==> config.mk <==
export PLATFORM = sky130hd
export DESIGN_NAME = rob_commit
export DESIGN_NICKNAME = d
export VERILOG_FILES = /design/src/rtl/rv32i_types.sv /design/src/rtl/rob_commit.sv
export SDC_FILE = /design/constraint.sdc
export NUM_CORES = 2
export LEC_CHECK = 0
export BUFFER_PORTS_ARGS = -buffer_cell sky130_fd_sc_hd__buf_4
export CAP_MARGIN = 0
export CELL_PAD_IN_SITES_DETAIL_PLACEMENT = 1
export CELL_PAD_IN_SITES_GLOBAL_PLACEMENT = 1
export CORE_MARGIN = 2
export CORE_UTILIZATION = 40
export DETAILED_ROUTE_END_ITERATION = 8
export GPL_TIMING_DRIVEN = 0
export PLACE_DENSITY_LB_ADDON = 0.1
export SYNTH_ARGS = -nofsm -noshare
export SYNTH_HDL_FRONTEND = slang
export SYNTH_SLANG_ARGS = --single-unit
==> constraint.sdc <==
create_clock -name clk -period 3.88 [get_ports clk]
set_clock_uncertainty 0.2 [all_clocks]
set_input_delay 0.388 -clock clk [delete_from_list [all_inputs] [get_ports clk]]
set_output_delay 0.388 -clock clk [all_outputs]
set_load 0.01 [all_outputs]
==> src/rtl/rv32i_types.sv <==
// Shared RV32I pipeline types: reorder-buffer entry layout and the commit
// bundle consumed by both the register file and the rename table.
package rv32i_types;

    localparam int ROB_IDX_WIDTH  = 5;
    localparam int XLEN           = 32;
    localparam int REG_ADDR_WIDTH = 5;

    typedef struct packed {
        logic                      busy;
        logic                      done;
        logic                      mispredict;
        logic [REG_ADDR_WIDTH-1:0] rd;
        logic [XLEN-1:0]           data;
    } rob_entry_t;

    typedef struct packed {
        logic                      regf_we;
        logic [REG_ADDR_WIDTH-1:0] commit_rd_addr;
        logic [XLEN-1:0]           commit_data;
        logic [ROB_IDX_WIDTH-1:0]  commit_rob_idx;
        logic                      flush;
    } commit_bundle_t;

endpackage

==> src/rtl/rob_commit.sv <==
// In-order reorder buffer: allocates at dispatch, marks entries complete on
// writeback and retires one entry per cycle, flushing on a mispredicted commit.
module rob_commit #(
    parameter int ROB_IDX_WIDTH = rv32i_types::ROB_IDX_WIDTH
) (
    input  logic                     clk,
    input  logic                     rst,
    input  logic                     alloc_valid,
    input  logic [4:0]               alloc_rd_addr,
    output logic                     alloc_ready,
    output logic [ROB_IDX_WIDTH-1:0] alloc_rob_idx,
    input  logic                     wb_valid,
    input  logic [ROB_IDX_WIDTH-1:0] wb_rob_idx,
    input  logic [31:0]              wb_data,
    input  logic                     wb_mispredict,
    output logic                     regf_we,
    output logic [4:0]               commit_rd_addr,
    output logic [31:0]              commit_data,
    output logic [ROB_IDX_WIDTH-1:0] commit_rob_idx,
    output logic                     flush,
    output logic [ROB_IDX_WIDTH:0]   count
);
    import rv32i_types::*;

    localparam int                   DEPTH     = 1 << ROB_IDX_WIDTH;
    localparam logic [ROB_IDX_WIDTH:0] DEPTH_CNT = (ROB_IDX_WIDTH + 1)'(DEPTH);

    rob_entry_t                 entries [DEPTH];
    logic [ROB_IDX_WIDTH:0]     head_q;
    logic [ROB_IDX_WIDTH:0]     tail_q;
    commit_bundle_t             commit_q;

    logic [ROB_IDX_WIDTH-1:0]   head_idx;
    logic [ROB_IDX_WIDTH-1:0]   tail_idx;
    rob_entry_t                 head_entry;
    logic                       full;
    logic                       alloc_fire;
    logic                       commit_fire;
    logic                       commit_flush;
    logic                       wb_accept;

    assign head_idx = head_q[ROB_IDX_WIDTH-1:0];
    assign tail_idx = tail_q[ROB_IDX_WIDTH-1:0];

    // The extra wrap bit lets a plain subtraction distinguish full from empty.
    assign count = tail_q - head_q;
    assign full  = (count == DEPTH_CNT);

    assign alloc_ready   = !full && !commit_q.flush;
    assign alloc_rob_idx = tail_idx;
    assign alloc_fire    = alloc_valid && alloc_ready;

    assign head_entry   = entries[head_idx];
    assign commit_fire  = head_entry.busy && head_entry.done;
    assign commit_flush = commit_fire && head_entry.mispredict;
    assign wb_accept    = wb_valid && !commit_q.flush && entries[wb_rob_idx].busy;

    assign regf_we        = commit_q.regf_we;
    assign commit_rd_addr = commit_q.commit_rd_addr;
    assign commit_data    = commit_q.commit_data;
    assign commit_rob_idx = commit_q.commit_rob_idx;
    assign flush          = commit_q.flush;

    always_ff @(posedge clk) begin
        if (rst) begin
            for (int i = 0; i < DEPTH; i++) begin
                entries[i] <= '0;
            end
            head_q   <= '0;
            tail_q   <= '0;
            commit_q <= '0;
        end else begin
            commit_q.regf_we <= 1'b0;
            commit_q.flush   <= 1'b0;

            if (commit_fire) begin
                commit_q.regf_we        <= (head_entry.rd != 5'd0);
                commit_q.commit_rd_addr <= head_entry.rd;
                commit_q.commit_data    <= head_entry.data;
                commit_q.commit_rob_idx <= head_idx;
                commit_q.flush          <= head_entry.mispredict;
            end

            // A mispredicted commit squashes everything younger, including
            // whatever dispatch or writeback arrived in the same cycle.
            if (commit_flush) begin
                for (int i = 0; i < DEPTH; i++) begin
                    entries[i] <= '0;
                end
                head_q <= '0;
                tail_q <= '0;
            end else begin
                if (wb_accept) begin
                    entries[wb_rob_idx].done       <= 1'b1;
                    entries[wb_rob_idx].data       <= wb_data;
                    entries[wb_rob_idx].mispredict <= wb_mispredict;
                end
                if (commit_fire) begin
                    entries[head_idx] <= '0;
                    head_q            <= head_q + 1'b1;
                end
                if (alloc_fire) begin
                    entries[tail_idx].busy       <= 1'b1;
                    entries[tail_idx].done       <= 1'b0;
                    entries[tail_idx].mispredict <= 1'b0;
                    entries[tail_idx].rd         <= alloc_rd_addr;
                    entries[tail_idx].data       <= '0;
                    tail_q                       <= tail_q + 1'b1;
                end
            end
        end
    end

endmodule

# [Word-level counts from Yosys, hierarchy flattened]
# Memory sizes are Yosys's and may differ from the RTL's. A register that Yosys moved wholly into a read port is not among the register bits.
# Cells that the tools add are included.
# W data, S select, Z words.
[op_classes] addsub=3 multipliers=0 div_mod_pow=0 order_cmp=0 n_eq_ne=1 n_shift=0 n_mux=60 n_bitwise=33 reduce_logical=14
[op_table] cell="$mux W40" n=35
[op_table] cell="$reduce_or A40 Y1" n=3
[op_table] cell="$or A1 B1 Y1" n=32
[op_table] cell="$mux W5" n=5
[op_table] cell="$mux W1" n=19
[op_table] cell="$add A6 B1 Y6 const B" n=2
[op_table] cell="$eq A6 B6 Y1 const B" n=1
[op_table] cell="$logic_and A1 B1 Y1" n=6
[op_table] cell="$sub A6 B6 Y6" n=1
[op_table] cell="$reduce_bool A5 Y1" n=1
[op_table] cell="$reduce_or A2 Y1" n=2
[op_table] cell="$logic_not A1 Y1" n=2
[op_table] cell="$mux W2" n=1
[op_table] cell="$not A1 Y1" n=1
[word_totals] reg_bits=56 latch_bits=0 ramBits=1280 rom_bits=0 in_bits=47 output_inout_bits=56 word_cells=119 mem_count=1
[memory_table] memory="entries" words=32 word_bits=40 read_ports=2 rd_ports_with_merged_regs=1 wr=32 line="rob_commit.sv:28" source="rob_entry_t entries [DEPTH];"

# [Logic depth before layout (Yosys ltp)]
[depth] word_depth=11 mapped_depth=16 mapped_depth_nobuf=12

# [Worst setup path after synthesis]
# Ideal clock, no wire load.
[synth_path] path_type="register to register" start="register tail_q[0]" end="memory entries[14][32] in the netlist's numbering, enable pin" setup_ns=0.307 arrival_ns=3.500 t_required_ns=3.373 slack_ns=-0.127 path_stages_with_launch=15 path_buffers=4 period_less_slack_ns=4.007 path_cell_list="dfxtp_1 -> inv_1 -> ha_1 -> inv_1 -> fa_1 -> a21o_1 -> a21oi_1 -> xnor2_1 -> or4_1 -> buf_2 -> nor2_8 -> buf_2 -> clkbuf_1 -> o41ai_2 -> clkbuf_1"
[synth_lines] element="from (decl)" line="rob_commit.sv:30" source="logic [ROB_IDX_WIDTH:0] tail_q;"
[synth_lines] element="from (signal assigned)" line="rob_commit.sv:108" source="tail_q <= tail_q + 1'b1;"
[synth_lines] element="to (decl)" line="rob_commit.sv:28"

==> impl_metrics.tcl <==
set metrics [dict create \
    status "finished, violations left" \
    failed_checks "setup timing" \
    worst-setup-path-type "flip-flop to flip-flop" \
    cts-root-buf "clkbuf_16" \
    syn_area_um2 55300 \
    tightest_slew_ps 1330 \
    clk_latency_ps 800 \
    ir_drop_uv 367 \
    fin_tns_setup_ps -36390 \
    cp_max_fo 10 \
    synth_area_per_cell_um2 13.1 \
    final_cell_area_um2 69500 \
    grt_remaining_overflow 0 \
    holdPathEnd "entries[12][1]$_SDFFE_PP0P_" \
    layout.nets 4828 \
    grt_max_degree 17 \
    cts_num_sinks 1341 \
    dr.pass1.iters 6 \
    vias_per_cell 6.51 \
    cts_tree "done" \
    dp_hpwl_mm 165 \
    htree_levels 4 \
    drt_iter0_drc 4561 \
    regToRegSetupSlack_ps -170 \
    port_buffers 100 \
    dp_slack_ps -2280 \
    worstReg2RegEnd "entries[13][9]$_SDFFE_PP0P_" \
    drv_slew 0 \
    routed-via-count 43461 \
    powerDensity_nw_per_um2 443 \
    fin_crit_ps 4050 \
    design.core.area_um2 137000 \
    slew_headroom_pct 11.3 \
    p_total_mw 30.8 \
    setup_violations 706 \
    p_leak_nw 25.8 \
    dp.cells 6143 \
    maxCapViolCount 0 \
    hold_depth 6 \
    syn_nets 4297 \
    dpl-instance-area_um2 58600 \
    worst-r2r-cell-count 17 \
    dieArea_um2 141000 \
    synth_flop_cell "dfxtp_1" \
    fmax_mhz 247 \
    drive_gt1_share_pct 30.8 \
    synth_edf_count 160 \
    cts_buffer_depth 3 \
    finalCritPeriodShare_pct 104 \
    io_pins 103 \
    drc 0 \
    track_usage_pct 32.8 \
    area_growth_syn_to_layout_pct 25.7 \
    critPathRequiredTime_ps 4390 \
    die-width_um 376 \
    placementRows 136 \
    startpoint_type "flip-flop" \
    clk_pin_slew_worst_paths_ps 60 \
    hold_viol 0 \
    synth-seq-area-share_pct 51.4 \
    synth-seq-cells 1341 \
    antenna_found_initial 6 \
    die_y_um 376 \
    critPathArrivalTime_ps 4560 \
    layout_common_cells "dfxtp_1, a22o_1, mux4_2, buf_4, clkbuf_1" \
    setup_ws_ps -166 \
    rsz0062_at_grt "yes" \
    grt_pass1_vias 43573 \
    drt-total-wl_mm 240 \
    synthDistinctLibCells 85 \
    use_met3_pct 7.65 \
    initial_utilization_pct 40.3 \
    numCtsBuffers 151 \
    crit_start "tail_q[0]$_SDFFE_PP0N_" \
    final_common_cell "dfxtp_1" \
    hp-class "primary input to flip-flop" \
    worst_setup_path_end_kind "flip-flop" \
    globalplace.congestion 0.986 \
    grt_pass1_wl_mm 332 \
    synthCells 4236 \
    top_usage_layer "met2" \
    r2r_start "tail_q[0]$_SDFFE_PP0N_" \
    grt_use_met1_pct 45.4 \
    wl_per_cell_um 36.0 \
    ant_nets 0 \
    min_from "wb_valid" \
    fin_cells 6674 \
    async_flop_share_pct 0 \
    use_met2_pct 49.2 \
    ys.warnings.count 0 \
]
-- where the power goes --
part | internal [mW] | total, mW | leakage [nW] | switching, mW
Combinational | 0.565 | 1.77 | 12.1 | 1.21
Clock | 8.85 | 14.9 | 2.52 | 6.06
Sequential | 14.1 | 14.1 | 11.2 | 0.0326
-- cell usage after synthesis, types with 9 or more instances --
master	instances	area, um^2
a221oi_1	18	158
o21ai_0	24	120
a211oi_1	40	300
and3_1	13	81.3
nand3_1	23	115
and3b_1	18	158
nand2b_1	15	93.8
edfxtp_1	160	4800
buf_1	42	158
inv_1	15	56.3
nand4_1	25	156
mux4_2	379	8540
buf_4	20	150
mux2i_1	119	1190
a211oi_2	17	213
buf_2	152	761
nand2_1	67	251
dfxtp_1	1181	23600
a21o_1	48	360
nor2_1	158	593
nor4_4	9	191
and2_1	161	1010
buf_6	13	146
nor4_1	10	62.6
ha_1	13	163
nor3_1	19	95.1
a21oi_1	44	220
clkbuf_1	268	1010
a22o_1	991	8680
o2111ai_1	12	105
-- layer usage --
layer  routed length [um]  share of wire, %  vias to the layer above
li1                     -                 -                    17683
met1               101000                42                    22940
met2               105000                44                     2293
met3                22400               9.3                      541
met4                11600               4.8                        4
met5                   21            0.0087                        -
-- what timing repair did --
action,in CTS,in global routing
cloned,1,18
gates resized for setup,522,386
setup endpoints to repair,1496,1133
buffers inserted,168,82
hold buffers,41,0
pin swaps,75,67
hold endpoints to repair,78,0
-- state kept, by name, indices dropped and copies added, names as in the netlist, named ones only --
name / count
tail_q: 6
commit_rd_addr: 5
flush: 1
commit_data: 32
entries: 1280
regf_we: 1
commit_rob_idx: 5
head_q: 6
-- layout make-up --
cell class | count | area [um^2]
diodes | 2 | 5.00
plain buffers | 461 | 3500
clock buffers | 226 | 4570
clock inverters | 38 | 528
fillers | 13617 | 67800
inverters | 16 | 70.1
multi-input cells | 2379 | 25800
flip-flops and latches | 1341 | 28500
well taps | 1794 | 2240
repair buffers | 417 | 4360
-- stage by stage --
step	util, %	hold WS [ps]
2_1_floorplan	-	229
5_1_grt	50.6	131
3_3_place_gp	42.5	246
4_1_cts	49.0	73.2
6_report	50.6	143
3_5_place_dp	42.7	254
-- worst max-delay path by stage --
stage | end | slack [ps] | cells past startpoint
floorplan | entries[13][10]$_SDFFE_PP0P_ | -3 | 16
global placement | entries[22][26]$_SDFFE_PP0P_ | -2760 | 10
detailed placement | commit_rob_idx[4]$_SDFFE_PP0N_ | -2280 | 10
CTS | alloc_ready | -90 | 14
global route | alloc_ready | -240 | 14
finish | entries[13][9]$_SDFFE_PP0P_ | -170 | 17
-- logic make-up after synthesis --
kind of cell | after synthesis | share of synthesized area (%)
mux | 501 | 17.6
compound gates | 1275 | 20.0
flops | 1341 | 51.4
simple gates | 578 | 6.17
buf+inv | 516 | 4.24
fa+ha+maj | 14 | 0.330
xor+xnor | 11 | 0.174
-- worst max-delay path, cell delays in order, from the launching register on --
cell and delay (ps):
dfxtp_4 350, inv_4 70, ha_4 130, inv_2 30, fa_2 350, a21o_1 200
a21oi_2 220, xnor2_2 130, or4_4 470, buf_8 170, buf_4 150, buf_12 160
o21ai_2 230, o211ai_1 190, nor2b_1 230, buf_6 240, clkbuf_4 270, a22o_1 150
Power figures use the tool's default switching activity.
